### src/rtl/rd_burst_scheduler.sv
// rd_burst_scheduler: splits read jobs into 4 KB-safe AXI bursts, round-robins active slots,
// and tags returning beats with the id of the job that issued their burst.
module rd_burst_scheduler #(
    parameter int ADDR_WIDTH = 64,
    parameter int DATA_WIDTH = 512,
    parameter int LEN_WIDTH  = 35,
    parameter int ID_WIDTH   = 16,
    parameter int MAX_BURST  = 64,
    parameter int NUM_SLOTS  = 2,
    parameter int TAG_DEPTH  = 16
) (
    input  logic                  clk,
    input  logic                  rst_n,
    input  logic                  job_valid,
    output logic                  job_ready,
    input  logic [ADDR_WIDTH-1:0] job_src_addr,
    input  logic [LEN_WIDTH-1:0]  job_length,
    input  logic [ID_WIDTH-1:0]   job_id,
    output logic                  rd_req,
    input  logic                  rd_req_ack,
    output logic [ADDR_WIDTH-1:0] rd_addr,
    output logic [7:0]            rd_len,
    input  logic [DATA_WIDTH-1:0] data_in,
    input  logic                  data_valid_in,
    input  logic                  data_last_in,
    output logic                  data_ready_out,
    output logic [DATA_WIDTH-1:0] data_out,
    output logic [ID_WIDTH-1:0]   data_id_out,
    output logic                  data_last_out,
    output logic                  data_valid_out,
    input  logic                  data_ready_in,
    output logic                  idle,
    output logic                  err
);
    localparam int BEAT_BYTES = DATA_WIDTH / 8;
    localparam int OFF = $clog2(BEAT_BYTES);
    localparam int SW = NUM_SLOTS > 1 ? $clog2(NUM_SLOTS) : 1;
    localparam int TW = $clog2(TAG_DEPTH);
    localparam int NW = 14;

    typedef enum logic [1:0] {IDLE, PICK, REQ} state_t;

    state_t                state, state_nx;
    logic [NUM_SLOTS-1:0]  slot_valid;
    logic [ADDR_WIDTH-1:0] slot_addr [NUM_SLOTS];
    logic [LEN_WIDTH-1:0]  slot_rem  [NUM_SLOTS];
    logic [ID_WIDTH-1:0]   slot_id   [NUM_SLOTS];
    logic [SW-1:0]         rr, sel, pick_idx, free_idx;
    logic                  pick_found;
    logic [NW-1:0]         bnd, cap, n_pick, n_q;
    logic [LEN_WIDTH-1:0]  job_beats;
    logic [ID_WIDTH-1:0]   tag_mem [TAG_DEPTH];
    logic [TW-1:0]         tag_wp, tag_rp;
    logic [TW:0]           tag_cnt;
    logic                  tag_push, tag_pop, tag_empty, beat_acc, job_acc, ack;

    assign job_ready = ~&slot_valid;
    assign job_acc = job_valid & job_ready;
    assign job_beats = (job_length >> OFF) + LEN_WIDTH'(|job_length[OFF-1:0]);
    assign ack = (state == REQ) & rd_req_ack;

    always_comb begin
        free_idx = '0;
        for (int i = NUM_SLOTS - 1; i >= 0; i--)
            if (!slot_valid[SW'(i)]) free_idx = SW'(i);
    end

    always_comb begin
        pick_idx = rr;
        pick_found = 1'b0;
        for (int i = 0; i < NUM_SLOTS; i++)
            if (!pick_found && slot_valid[SW'((int'(rr) + i) % NUM_SLOTS)]) begin
                pick_idx = SW'((int'(rr) + i) % NUM_SLOTS);
                pick_found = 1'b1;
            end
    end

    // Beats left before the next 4 KB page, then capped by MAX_BURST and the job remainder
    assign bnd = NW'(4096 >> OFF) - NW'(slot_addr[pick_idx][11:OFF]);
    assign cap = bnd < NW'(MAX_BURST) ? bnd : NW'(MAX_BURST);
    assign n_pick = slot_rem[pick_idx] < LEN_WIDTH'(cap) ? NW'(slot_rem[pick_idx]) : cap;

    always_ff @(posedge clk) begin
        if (!rst_n) state <= IDLE;
        else state <= state_nx;
    end

    always_comb begin
        state_nx = state == IDLE ? ((|slot_valid && tag_cnt < (TW+1)'(TAG_DEPTH)) ? PICK : IDLE) :
                   state == PICK ? REQ : (rd_req_ack ? IDLE : REQ);
    end

    always_comb begin
        rd_req = state == REQ;
    end

    always_ff @(posedge clk) begin
        if (!rst_n) begin
            slot_valid <= '0;
            rr <= '0;
            sel <= '0;
            n_q <= '0;
            rd_addr <= '0;
            rd_len <= '0;
        end else begin
            if (state == PICK) begin
                sel <= pick_idx;
                n_q <= n_pick;
                rd_addr <= slot_addr[pick_idx];
                rd_len <= 8'(n_pick - 1'b1);
            end
            if (ack) begin
                slot_addr[sel] <= slot_addr[sel] + (ADDR_WIDTH'(n_q) << OFF);
                slot_rem[sel] <= slot_rem[sel] - LEN_WIDTH'(n_q);
                if (slot_rem[sel] == LEN_WIDTH'(n_q)) slot_valid[sel] <= 1'b0;
                rr <= sel == SW'(NUM_SLOTS - 1) ? '0 : sel + 1'b1;
            end
            // The freed slot is still marked valid this cycle, so a new job never lands on sel
            if (job_acc && job_length != '0) begin
                slot_valid[free_idx] <= 1'b1;
                slot_addr[free_idx] <= job_src_addr & ~ADDR_WIDTH'(BEAT_BYTES - 1);
                slot_rem[free_idx] <= job_beats;
                slot_id[free_idx] <= job_id;
            end
        end
    end

    assign tag_empty = tag_cnt == '0;
    assign data_ready_out = data_ready_in | ~data_valid_out;
    assign beat_acc = data_valid_in & data_ready_out;
    assign tag_pop = beat_acc & data_last_in & ~tag_empty;
    assign tag_push = ack;

    always_ff @(posedge clk) begin
        if (!rst_n) begin
            tag_wp <= '0;
            tag_rp <= '0;
            tag_cnt <= '0;
        end else begin
            if (tag_push) begin
                tag_mem[tag_wp] <= slot_id[sel];
                tag_wp <= tag_wp + 1'b1;
            end
            if (tag_pop) tag_rp <= tag_rp + 1'b1;
            tag_cnt <= tag_cnt + (TW+1)'(tag_push) - (TW+1)'(tag_pop);
        end
    end

    always_ff @(posedge clk) begin
        if (!rst_n) begin
            data_out <= '0;
            data_id_out <= '0;
            data_last_out <= 1'b0;
            data_valid_out <= 1'b0;
            err <= 1'b0;
        end else begin
            if (beat_acc) begin
                data_out <= data_in;
                data_last_out <= data_last_in;
                data_id_out <= tag_empty ? '0 : tag_mem[tag_rp];
                data_valid_out <= 1'b1;
            end else if (data_ready_in) begin
                data_valid_out <= 1'b0;
            end
            if (beat_acc && tag_empty) err <= 1'b1;
        end
    end

    assign idle = ~|slot_valid & tag_empty & ~data_valid_out;
endmodule

### config.mk
export PLATFORM = sky130hd
export DESIGN_NAME = rd_burst_scheduler
export DESIGN_NICKNAME = d
export VERILOG_FILES = /design/src/rtl/rd_burst_scheduler.sv
export SDC_FILE = /design/constraint.sdc
export NUM_CORES = 2
export LEC_CHECK = 0
export BUFFER_PORTS_ARGS = -buffer_cell sky130_fd_sc_hd__buf_2
export CAP_MARGIN = 20
export CORE_AREA = 2 2 477 479
export CTS_BUF_LIST = sky130_fd_sc_hd__clkbuf_4
export CTS_CLUSTER_SIZE = 30
export DETAILED_ROUTE_END_ITERATION = 8
export DIE_AREA = 0 0 479 481
export GPL_TIMING_DRIVEN = 0
export PLACE_DENSITY = 0.38
export SLEW_MARGIN = 20
export SYNTH_ARGS = -nofsm -noshare
export SYNTH_HDL_FRONTEND = slang
export SYNTH_SLANG_ARGS = --single-unit
### constraint.sdc
create_clock -name clk -period 10.5 [get_ports clk]
set_clock_uncertainty 0.2 [all_clocks]
set_input_delay 1.05 -clock clk [delete_from_list [all_inputs] [get_ports clk]]
set_output_delay 1.05 -clock clk [all_outputs]
set_load 0.02 [all_outputs]
### Word level (Yosys, flattened, before mapping)

Memories as Yosys holds them, arrays and structs flattened. A register that Yosys moved wholly into a read port is not among the register bits.
Index checks and enable logic that the tools add are counted.
W data, S select, Z words.

| word-level totals | value |
|---|---|
| bits in registers | 636 |
| RAM bits | 486 |
| bits of input ports | 634 |
| output and inout bits | 607 |
| memories | 4 |

Memory list:

| name | depth | bits a word | read ports | clocked after memory_dff | write ports | RTL line | text |
|---|---|---|---|---|---|---|---|
| tag_mem | 16 | 16 | 1 | 1 | 1 | 52 | `logic [ID_WIDTH-1:0] tag_mem [TAG_DEPTH];` |
| slot_addr | 2 | 64 | 2 | 1 | 2 | 45 | `logic [ADDR_WIDTH-1:0] slot_addr [NUM_SLOTS];` |
| slot_rem | 2 | 35 | 2 | 1 | 2 | 46 | `logic [LEN_WIDTH-1:0] slot_rem [NUM_SLOTS];` |
| slot_id | 2 | 16 | 1 | 1 | 1 | 47 | `logic [ID_WIDTH-1:0] slot_id [NUM_SLOTS];` |

| operators by class | value |
|---|---|
| add/subtract/negate cells | 11 |
| order comparisons | 9 |
| eq/ne operators | 3 |
| mux-type cells | 39 |
| bitwise gates (word level) | 13 |
| reduce and logical (&&, ||, !) cells | 16 |

Operators by type and width:

| cell | count |
|---|---|
| $add A64 B20 Y64 | 1 |
| $eq A35 B14 Y1 | 1 |
| $lt A35 B14 Y1 | 1 |
| $reduce_bool A35 Y1 | 1 |
| $sub A35 B14 Y35 | 1 |
| $add A29 B1 Y30 | 1 |
| $mux W14 | 2 |
| $mux W1 | 25 |
| $mux W16 | 1 |
| $lt A14 B7 Y1 const B | 1 |
| $mux W2 | 7 |
| $add A4 B1 Y4 const B | 2 |
| $mux W4 | 2 |
| $sub A7 B6 Y8 const A | 1 |
| $sub A8 B1 Y8 const B | 1 |
| $and A1 B1 Y1 | 7 |
| $logic_and A1 B1 Y1 | 6 |
| $lt A1 B3 Y1 const B | 2 |
| $reduce_or A6 Y1 | 1 |
| $add A5 B1 Y5 | 1 |
| $logic_not A5 Y1 | 1 |
| $lt A5 B5 Y1 const B | 1 |
| $sub A5 B1 Y5 | 1 |
| $lt A1 B2 Y1 const B | 2 |
| 15 further kinds | 21 |

### Depth between registers and ports, before layout

An unclocked memory read counts as a cell.

| depth | value |
|---|---|
| word-level depth | 14 |
| gate-level depth with buffers | 22 |

### Worst setup path before layout

No wires, ideal clock.

| timing | value |
|---|---|
| kind | input-to-reg |
| start point | input rd_req_ack |
| end point | memory slot_addr[1][0], enable pin |
| setup time | 0.557 ns |
| data arrival time | 5.664 ns |
| required time | 9.743 ns |
| slack | 4.078 ns |
| stages | 4 |
| path buffers | 1 |
| path through | and3b_1 clkbuf_1 nand2_1 nor2_1 |

RTL lines:

| element | RTL line | text |
|---|---|---|
| start, declared | 20 | `input logic rd_req_ack,` |
| end, declared | 45 |  |

==> implementation parameters <==
Parameter                              Value

Logic synthesis
  Share of async-settable or async-resettable flops after synthesis    0
  Number of flops mapped to enable cells by yosys    between 400 and 500
  Netlist cell types    between 80 and 90
  Count of mapped cells out of synthesis    ~4.3k
  Yosys top cell by area    sky130_fd_sc_hd__edfxtp_1
  Post-synthesis register bit count    1,111
  Top flip-flop cell by instance count after synthesis    sky130_fd_sc_hd__dfxtp_1
  Post-synthesis instance area    about 45,000 um^2
  Synthesized netlist net count    5,000
  Share of the synthesized area in the top cell type    0.3047
  Sequential-to-total area share from yosys stat    0.5932
  Largest cells by area after synthesis    sky130_fd_sc_hd__edfxtp_1, sky130_fd_sc_hd__dfxtp_1, sky130_fd_sc_hd__nand2_1, sky130_fd_sc_hd__a21oi_1, sky130_fd_sc_hd__mux4_2
  Synth Area per Inst    10.49 um^2
  Count of synthesis-stage warnings from yosys    0

Timing
  Final count of hold timing violations    0
  Max-slew violation total from the final report    0
  RSZ-0062 raised after global routing    false
  Max-slew headroom    0.2277
  Final TNS setup    0 ps
  Fin crit share    0.7331
  Post-Route Hold Slack    between 200 and 250 ps
  Final setup fails    0
  Actual transition at the worst max-transition pin    ~1100 ps
  Final critical delay including setup and external delays    between 7000 and 8000 ps
  Upper clock frequency limit    roughly 0.13 GHz

CTS
  CTS max path bufs    4
  Number of clock sinks    ~1.1k
  Clock latency on the worst-skew pair    between 1000 and 1500 ps
  Post CTS Setup Buffer Count    0
  CTS tree    done
  Number of buffers created by CTS    350
  CTS clk-pin slew, worst paths    about 60 ps
  Clk root buf    sky130_fd_sc_hd__clkbuf_4
  Resized cells post-CTS    0
  CTS H-tree depth    5

Detailed routing
  Antenna-violating nets left    0
  DRC violation count after routing    0
  Pre-Repair DR Iteration Count    7
  Final routed wirelength across all metal layers    294,300 um
  Wire length per cell after detailed routing    29.89 um
  Number of design-rule violations left by the first detailed-router iteration    between 3k and 4k
  Vias post-DR    between 40k and 50k
  Post-DR vias/cell    4.500

Worst setup path
  Category of the most critical setup path    reg -> reg
  Critical path data arrival time    8610 ps
  Worst endpoint required time    11,410 ps
  Setup crit end kind    flip-flop
  Chain of cells forming the critical path    buf_6 > buf_8 > buf_8 > buf_4 > buf_4 > buf_4 > buf_2 > buf_1 > buf_2 > mux2_2 > ha_1 > and3_1 > and3_1 > o2111ai_1 > a31oi_1 > clkbuf_1 > nand3_1 > a211oi_1 > xnor2_1 > a22o_1
  Critical-path top delay cell    sky130_fd_sc_hd__buf_1
  CP dominant cell by count    sky130_fd_sc_hd__buf_4
  Register-to-register setup slack    2800 ps
  Maximum fanout along the worst path    10
  Type of element launching the critical path    flip-flop
  Delay of the slowest cell on the worst path    820 ps

Job
  Number of maximum-capacitance constraint violations    0

Global routing
  Vias in the first global route    approximately 44k
  Global-route congestion overflow total    0
  Antenna violations before repair    91
  Wire length of the first global-routing pass    386,100 um
  Total routing usage reported by global routing    0.2464
  Largest net degree at the start of global routing    61

Floorplanning
  Die boundary height    a little under 500 um
  Die outline width    between 400 and 500 um
  Standard-cell rows    175
  Effective utilization at floorplan    0.2004
  Core area    ~230,000 um^2
  Full die area    230,400 um^2
  Total I/O pin count    roughly 1.2k

Final layout
  Layout area overhead    47.01%
  Net count, final    around 7.2k
  Utilization after layout    0.2946
  Fraction of layout cells with a size suffix above 1    0.2949
  Fill cells    approximately 24k

Placed design
  Count of input and output buffers    1,233
  Final HPWL DP    about 240,000 um
  Gp weighted congestion    roughly 1.0

Power and ir drop
  Leakage power of the design    about 0.026 uW
  Maximum ir drop on the vdd rail    0.1071 mV
  Power density over the cells    166.2 nW/um^2

Hold path
  Worst hold-check path type    in -> reg

Status
  Run status    completed
-- sequential cells by signal, summed over array words and instances, names as in the netlist, named ones only --
register        count
rr                  1
data_out          512
slot_addr         128
slot_id            16
tag_wp              4
state               2
data_valid_out      1
data_id_out        16
rd_len              8
sel                 1
slot_valid          2
tag_mem           256
data_last_out       1
err                 1
tag_cnt             5
rd_addr            64
n_q                14
tag_rp              4
slot_rem           70
-- power breakdown --
part / switching (uW) / internal [uW] / leakage, uW
clock: 2090 / 2290 / 0.00254
sequential: 158 / 4680 / 0.00956
combinational: 1180 / 657 / 0.0144
total: 3420 / 7630 / 0.0265
-- layer usage --
| layer | up-vias | track usage | routed length (um) |
|---|---|---|---|
| li1 | 19920 | - | - |
| met2 | 1904 | 0.4107 | 139400 |
| met3 | 579 | 0.06510 | 20280 |
| met5 | - | 0 | 115 |
| met1 | 21880 | 0.2867 | 116400 |
| met4 | 18 | 0.1374 | 18040 |
-- cell usage after synthesis, types with 50 or more instances --
cell type	n
sky130_fd_sc_hd__dfxtp_1	652
sky130_fd_sc_hd__clkbuf_1	226
sky130_fd_sc_hd__a21oi_1	573
sky130_fd_sc_hd__nand2_1	1132
sky130_fd_sc_hd__a211oi_1	71
sky130_fd_sc_hd__a22o_1	69
sky130_fd_sc_hd__o21ai_0	50
sky130_fd_sc_hd__xor2_1	71
sky130_fd_sc_hd__mux4_2	80
sky130_fd_sc_hd__xnor2_1	65
sky130_fd_sc_hd__nor2_1	177
sky130_fd_sc_hd__edfxtp_1	459
sky130_fd_sc_hd__nand3_1	51
sky130_fd_sc_hd__mux2i_1	134
-- critical path: cells and delay by family, from the launching register on --
| family | cells | cell delay [ps] |
|---|---|---|
| AOI/OAI and AO/OA | 4 | 1440 |
| xor gates and xnor gates | 1 | 160 |
| adders and majority gates | 1 | 400 |
| buffers and inverters | 10 | 3770 |
| DFF | 1 | 370 |
| muxes | 1 | 420 |
| and+or+nand+nor | 3 | 660 |
-- final cells by class --
type                       count  area [um^2]  share of cell area
buffer                       282         1162             0.01748
multi-input combinational   2870        17190              0.2585
tap                         3009         3765             0.05661
antenna                       45        112.6            0.001693
inverter                      51        196.4            0.002954
clock buffer                 515         3866             0.05813
sequential                  1111        26840              0.4035
timing repair buffer        1893        13020              0.1958
clock inverter                69        355.3            0.005343
-- cell usage in the layout (no fill, tap or decap), types with 51 or more instances in the layout --
master / n
sky130_fd_sc_hd__buf_2: 1259
sky130_fd_sc_hd__nand2_1: 1131
sky130_fd_sc_hd__dfxtp_1: 652
sky130_fd_sc_hd__dlygate4sd3_1: 632
sky130_fd_sc_hd__a21oi_1: 573
sky130_fd_sc_hd__clkbuf_4: 516
sky130_fd_sc_hd__edfxtp_1: 459
sky130_fd_sc_hd__clkbuf_1: 219
sky130_fd_sc_hd__nor2_1: 164
sky130_fd_sc_hd__mux2i_1: 134
sky130_fd_sc_hd__mux4_2: 80
sky130_fd_sc_hd__a211oi_1: 71
sky130_fd_sc_hd__xor2_1: 71
sky130_fd_sc_hd__a22o_1: 69
sky130_fd_sc_hd__xnor2_1: 65
sky130_fd_sc_hd__clkinv_1: 52
sky130_fd_sc_hd__nand3_1: 51
-- repair_timing --
item,CTS,global route
hold endpoints to repair,627,0
endpoints found under the setup margin,0,0
hold buffers,632,0
-- path summary, 6_finish.rpt --
path,startpoint,to,cells after the start
worst min register to register,data_out[310],data_out[310],2
worst max-delay path,flip-flop,slot_addr[0][28],20
worst max register to register,flip-flop,slot_addr[0][28],20
worst min-delay path,job_id[14],slot_id[0][14],2
-- cell families (layout without fill, tap and decap cells) --
logic type | Yosys count | after routing | share of synthesized area
AO/OA/AOI/OAI | 864 | 864 | 0.1122
XOR/XNOR | 136 | 136 | 0.02633
adder cells (fa/ha/maj) | 52 | 52 | 0.01488
buffers and inverters | 333 | 2810 | 0.02945
flip-flops | 1111 | 1111 | 0.5932
multiplexers | 254 | 254 | 0.07943
other | 0 | 45 | 0
AND/OR/NAND/NOR | 1564 | 1564 | 0.1446
-- stage by stage --
| stage | instances | worst slack [ps] | power (uW) | instance area (um^2) |
|---|---|---|---|---|
| after global routing | 9829 | 2425 | 11560 | 66470 |
| after floorplan | 4314 | 4078 | 5680 | 45240 |
| final | 9845 | 2802 | 11050 | 66510 |
| after global placement | 8556 | -414.4 | 6535 | 55180 |
| after CTS | 9799 | 2761 | 11210 | 66380 |
| after detailed placement | 8583 | 2729 | 6543 | 55830 |
Note: power is estimated with default switching activity, not from simulation.
